[src/rtl/holoblade_pkg.sv]
// Shared board-level definitions: system reset controller FSM encoding.
package holoblade_pkg;

  localparam logic [1:0] ST_WAIT_LOCK = 2'd0;
  localparam logic [1:0] ST_STABILISE = 2'd1;
  localparam logic [1:0] ST_RUN       = 2'd2;
  localparam logic [1:0] ST_FAULT     = 2'd3;

  typedef enum logic [1:0] {
    StWaitLock  = ST_WAIT_LOCK,
    StStabilise = ST_STABILISE,
    StRun       = ST_RUN,
    StFault     = ST_FAULT
  } rst_state_e;

endpackage

[src/rtl/sync_2ff.sv]
// Two-flop synchroniser for asynchronous level inputs, async active-high reset.
module sync_2ff #(
  parameter int unsigned WIDTH = 1
) (
  input  logic             clk_i,
  input  logic             rst_i,
  input  logic [WIDTH-1:0] d_i,
  output logic [WIDTH-1:0] q_o
);

  logic [WIDTH-1:0] meta_q;
  logic [WIDTH-1:0] sync_q;

  // Two register stages to let metastability resolve before use.
  always_ff @(posedge clk_i or posedge rst_i) begin
    if (rst_i) begin
      meta_q <= '0;
      sync_q <= '0;
    end else begin
      meta_q <= d_i;
      sync_q <= meta_q;
    end
  end

  assign q_o = sync_q;

endmodule

[src/rtl/sysclk_reset_ctrl.sv]
// System reset controller: holds the board in reset until PLL lock has been stable,
// re-asserts reset for a fixed hold after lock loss, and drives a debug heartbeat.
module sysclk_reset_ctrl #(
  parameter int unsigned CLK_HZ          = 50250000,
  parameter int unsigned HEARTBEAT_HZ    = 1,
  parameter int unsigned STABLE_CYCLES   = 1024,
  parameter int unsigned RST_HOLD_CYCLES = 16,
  parameter int unsigned LOSS_CNT_W      = 8
) (
  input  logic                  sysclk,
  input  logic                  reset,
  input  logic                  pll_lock,
  output logic                  sys_rst,
  output logic                  ready,
  output logic                  heartbeat,
  output logic [LOSS_CNT_W-1:0] lock_loss_cnt,
  output logic [1:0]            state
);

  import holoblade_pkg::*;

  localparam int unsigned HB_DIV = CLK_HZ / (2 * HEARTBEAT_HZ);
  localparam int unsigned STAB_W = (STABLE_CYCLES > 1) ? $clog2(STABLE_CYCLES) : 1;
  localparam int unsigned HOLD_W = $clog2(RST_HOLD_CYCLES + 1);
  localparam int unsigned HB_W   = (HB_DIV > 1) ? $clog2(HB_DIV) : 1;

  localparam logic [STAB_W-1:0] STAB_LAST = STAB_W'(STABLE_CYCLES - 1);
  localparam logic [HOLD_W-1:0] HOLD_LAST = HOLD_W'(RST_HOLD_CYCLES - 1);
  localparam logic [HB_W-1:0]   HB_LAST   = HB_W'(HB_DIV - 1);

  if (STABLE_CYCLES < 2) begin : g_bad_stable
    $error("STABLE_CYCLES must be >= 2");
  end
  if (RST_HOLD_CYCLES < 1) begin : g_bad_hold
    $error("RST_HOLD_CYCLES must be >= 1");
  end
  if (HB_DIV < 1) begin : g_bad_hb
    $error("HB_DIV must be >= 1");
  end

  logic lock_s;

  rst_state_e            state_q, state_d;
  logic [STAB_W-1:0]     stab_cnt_q, stab_cnt_d;
  logic [HOLD_W-1:0]     hold_cnt_q, hold_cnt_d;
  logic [HB_W-1:0]       hb_cnt_q, hb_cnt_d;
  logic                  hb_q, hb_d;
  logic                  sys_rst_q, sys_rst_d;
  logic                  ready_q;
  logic [LOSS_CNT_W-1:0] loss_q, loss_d;

  sync_2ff #(
    .WIDTH (1)
  ) u_lock_sync (
    .clk_i (sysclk),
    .rst_i (reset),
    .d_i   (pll_lock),
    .q_o   (lock_s)
  );

  // Next-state, counters and registered-output precompute.
  always_comb begin
    state_d    = state_q;
    stab_cnt_d = '0;
    hold_cnt_d = '0;
    loss_d     = loss_q;
    hb_cnt_d   = '0;
    hb_d       = 1'b0;

    unique case (state_q)
      StWaitLock: begin
        if (lock_s) state_d = StStabilise;
      end
      StStabilise: begin
        // Lock dropping takes priority over reaching the stable count.
        if (!lock_s) begin
          state_d = StWaitLock;
        end else if (stab_cnt_q == STAB_LAST) begin
          state_d = StRun;
        end else begin
          stab_cnt_d = stab_cnt_q + STAB_W'(1);
        end
      end
      StRun: begin
        if (!lock_s) begin
          state_d = StFault;
          if (loss_q != '1) loss_d = loss_q + LOSS_CNT_W'(1);
        end
      end
      StFault: begin
        if (hold_cnt_q == HOLD_LAST) begin
          state_d = StWaitLock;
        end else begin
          hold_cnt_d = hold_cnt_q + HOLD_W'(1);
        end
      end
      default: state_d = StWaitLock;
    endcase

    // Divider only runs while staying in RUN; entering or leaving RUN clears it.
    if (state_q == StRun && state_d == StRun) begin
      if (hb_cnt_q == HB_LAST) begin
        hb_cnt_d = '0;
        hb_d     = ~hb_q;
      end else begin
        hb_cnt_d = hb_cnt_q + HB_W'(1);
        hb_d     = hb_q;
      end
    end

    sys_rst_d = (state_d != StRun);
  end

  // State, counters and registered outputs.
  always_ff @(posedge sysclk or posedge reset) begin
    if (reset) begin
      state_q    <= StWaitLock;
      stab_cnt_q <= '0;
      hold_cnt_q <= '0;
      hb_cnt_q   <= '0;
      hb_q       <= 1'b0;
      sys_rst_q  <= 1'b1;
      ready_q    <= 1'b0;
      loss_q     <= '0;
    end else begin
      state_q    <= state_d;
      stab_cnt_q <= stab_cnt_d;
      hold_cnt_q <= hold_cnt_d;
      hb_cnt_q   <= hb_cnt_d;
      hb_q       <= hb_d;
      sys_rst_q  <= sys_rst_d;
      ready_q    <= ~sys_rst_d;
      loss_q     <= loss_d;
    end
  end

  assign sys_rst       = sys_rst_q;
  assign ready         = ready_q;
  assign heartbeat     = hb_q;
  assign lock_loss_cnt = loss_q;
  assign state         = state_q;

endmodule
[config.mk]
export PLATFORM = sky130hd
export DESIGN_NAME = sysclk_reset_ctrl
export DESIGN_NICKNAME = d
export VERILOG_FILES = /design/src/rtl/holoblade_pkg.sv /design/src/rtl/sync_2ff.sv /design/src/rtl/sysclk_reset_ctrl.sv
export SDC_FILE = /design/constraint.sdc
export NUM_CORES = 1
export LEC_CHECK = 0
export CAP_MARGIN = 10
export CORE_MARGIN = 5
export CORE_UTILIZATION = 53
export DETAILED_ROUTE_END_ITERATION = 16
export PLACE_DENSITY = 0.7
export SYNTH_ARGS = -nofsm -noshare
export SYNTH_HDL_FRONTEND = slang
export SYNTH_SLANG_ARGS = --single-unit
[constraint.sdc]
create_clock -name sysclk -period 2.12 [get_ports sysclk]
set_input_delay 0.424 -clock sysclk [delete_from_list [all_inputs] [get_ports sysclk]]
set_output_delay 0.424 -clock sysclk [all_outputs]
set_load 0.05 [all_outputs]
==> flow_metrics.py <==
metrics = {
    "worst_setup_path": {
        "worstReg2RegStart": "hb_cnt_q[0]$_DFF_PP0_",
        "critPathTopFamily": "buffers and inverters",
        "critPathKind": "reg2out",
        "critPathSlowestCell": "clkdlybuf4s50_1",
        "max_stage_delay_ns": 0.80,
        "worstPathArrival_ns": 1.63,
        "crit_chain": "clkdlybuf4s50_1",
        "worstRegToRegCells": 5,
        "start_kind": "flip-flop",
        "crit_buf_inv": 1,
        "cp-startpoint": "sys_rst$_DFF_PP1_",
        "cp.required_ns": 1.70,
        "endpoint_kind": "output pin",
        "path_max_fanout": 1,
        "r2r_slack_ns": 0.27,
        "r2r-end": "hb_cnt_q[20]$_DFF_PP0_",
    },
    "synthesis": {
        "synthArstFlopShare": 1.00,
        "synth_area_sq_mm": 0.00261,
        "synth_edf_count": 0,
        "ys_warn_count": 0,
        "synthTopCellsByArea": "dfrtp_1, xor2_1, xnor2_1",
        "ys_seq_elements": 55,
        "syn_area_per_cell_sq_um": 10.4,
        "synthCells": 250,
        "post_synth_num_cell_types": 40,
        "yosysTopAreaCell": "dfrtp_1",
        "synth_nets": 257,
        "synth_top_cell_area_share": 0.518,
        "yosysSeqAreaShare": 0.528,
        "yosys_most_used_dff": "dfrtp_1",
    },
    "timing": {
        "setup_viol": 0,
        "relSlewSlack": 0.655,
        "final-hold-violation-count": 0,
        "rsz0062_at_grt": "no",
        "whs_ns": 0.392,
        "final_max_slew_viol_count": 0,
        "tightest_slew_ns": 0.516,
        "min_period_over_period": 0.971,
        "max_freq_mhz": 486,
        "fin_tns_setup_ns": 0,
        "fin_crit_ns": 2.06,
        "skew_ns": 0.0128,
    },
    "drt": {
        "viasPerCell": 5.60,
        "drtAntennaViolNets": 0,
        "firstDrtPassIters": 4,
        "drc": 0,
        "wirelength_microns": 4550,
        "dr_total_vias": 1880,
        "drt-initial-drc-count": 105,
        "wl_per_cell_microns": 13.6,
    },
    "power_and_ir_drop": {
        "pwr-share-comb": 0.027,
        "clock_power_share": 0.347,
        "powerDensity_mw_per_mm2": 575,
        "switchingPower_w": 0.000385,
        "power.internal_w": 0.00130,
        "swShare": 0.228,
        "cellLeakagePower_nw": 1.22,
        "ir_drop_mv": 0.409,
        "pwr-share-seq": 0.626,
        "total_power_w": 0.00169,
    },
    "final_layout": {
        "fin_area_sq_mm": 0.00294,
        "drive_gt1_frac": 0.0929,
        "final_cell_mix": "dfrtp_1, nor2_1, xor2_1",
        "mostFrequentLayoutCell": "dfrtp_1",
        "n_antenna_cell": 0,
        "syn_to_final_growth_pct": 12.7,
        "fin_nets": 275,
    },
    "place": {
        "port_buffers": 15,
        "placed_area_sq_mm": 0.00284,
        "place.gp.congestion": 0.783,
        "hpwlAfterDp_microns": 3220,
    },
    "clock_network": {
        "tritoncts": "built",
        "clock_path_buffers": 2,
        "cts_root_buffer": "clkbuf_8",
        "postCtsHoldBufs": 0,
        "numCtsBuffers": 5,
        "clock_latency_ns": 0.31,
        "clk_pin_slew_worst_paths_ns": 0.10,
        "ctsHtreeMaxLevel": 2,
        "cts_sinks": 55,
    },
    "status": {
        "status": "finished clean",
    },
    "global_route": {
        "overflow": 0,
        "antenna_found_initial": 0,
        "grt_pass1_wl_microns": 8270,
        "grt_usage": 0.164,
        "grt_pass1_vias": 1794,
        "grt_max_degree": 26,
    },
    "die": {
        "die_area_sq_mm": 0.00642,
        "die_y_microns": 80.1,
        "initial_utilization": 0.548,
        "coreArea_sq_mm": 0.00475,
        "die_width_microns": 80.1,
        "io_pins": 16,
        "rows": 25,
    },
    "min_path": {
        "hold_path_depth": 0,
        "min_to": "u_lock_sync.q_o$_DFF_PP0_",
        "hold_class": "reg2reg",
        "hold_start": "u_lock_sync.meta_q$_DFF_PP0_",
    },
    "run": {
        "max_cap_violations": 0,
    },
}
==> cells in the mapped netlist, types with 2 or more instances <==
master    count
or3b_2        2
a21oi_1      13
o21ai_0       6
clkbuf_1      6
nand4_1      12
or3_1         3
nand2_1      15
nor4b_1       2
inv_1         5
o31ai_1       7
xnor2_1      13
dfrtp_1      54
xor2_1       17
or4_1         7
nor2_1       29
nand3_1      16
and3_1        8
nor4_1        2
ha_1          4
and4_1        9
==> per-stage QoR <==
stage / util / setup slack (ns) / cells
5_1_grt: 0.618 / 0.00910 / 336
2_1_floorplan: - / 0.204 / 250
4_1_cts: 0.618 / 0.0362 / 336
6_report: 0.618 / 0.0615 / 336
3_3_place_gp: 0.598 / 0.350 / 328
3_5_place_dp: 0.598 / 0.298 / 328
==> cell type report <==
type                            count  area (sq um)
Clock inverter                      3          25.0
Timing Repair Buffer               20           200
Clock buffer                        5          68.8
Tap cell                           67          83.8
Sequential cell                    55          1380
Multi-Input combinational cell    181          1160
Inverter                            5          18.8
Fill cell                         411          1820
==> power groups by stage <==
stage,combinational (W),sequential [W],clock (W)
global placement,0.0000480,0.00108,0
detailed placement,0.0000483,0.00108,0
floorplan,0.0000245,0.00108,0
global route,0.0000548,0.00106,0.000659
finish,0.0000461,0.00106,0.000585
CTS,0.0000485,0.00106,0.000612
==> cell families after synthesis <==
family,count (synthesis),share of synthesized area
mux,1,0.00432
compound gates,30,0.0715
fa+ha+maj,4,0.0192
xor+xnor,30,0.101
simple gates,116,0.251
buf+inv,14,0.0250
flops,55,0.528
==> timing repair <==
item | CTS | global route
setup endpoints to repair | 0 | 1
buffers inserted | 0 | 0
gates resized for setup | 0 | 1
==> state kept, by name, indices dropped and copies added, names as in the netlist, 2 cells and up <==
register	flops
hb_cnt_q	25
stab_cnt_q	10
lock_loss_cnt	8
hold_cnt_q	5
state	2
==> how the worst max path moves through the flow <==
stage	endpoint	depth (start not counted)
after global routing	sys_rst	1
after global placement	hb_cnt_q[20]$_DFF_PP0_	5
after CTS	sys_rst	1
after floorplan	lock_loss_cnt[1]$_DFFE_PP0P_	3
after detailed placement	hb_cnt_q[20]$_DFF_PP0_	5
final	sys_rst	1
==> layer usage <==
layer	GRT usage	up-vias	wire, microns
li1	-	934	-
met1	0.224	901	2220
met2	0.257	40	2040
met3	0.0314	5	230
met4	0.0659	0	70
met5	0	-	0
Note: power is estimated with default switching activity, not from simulation.
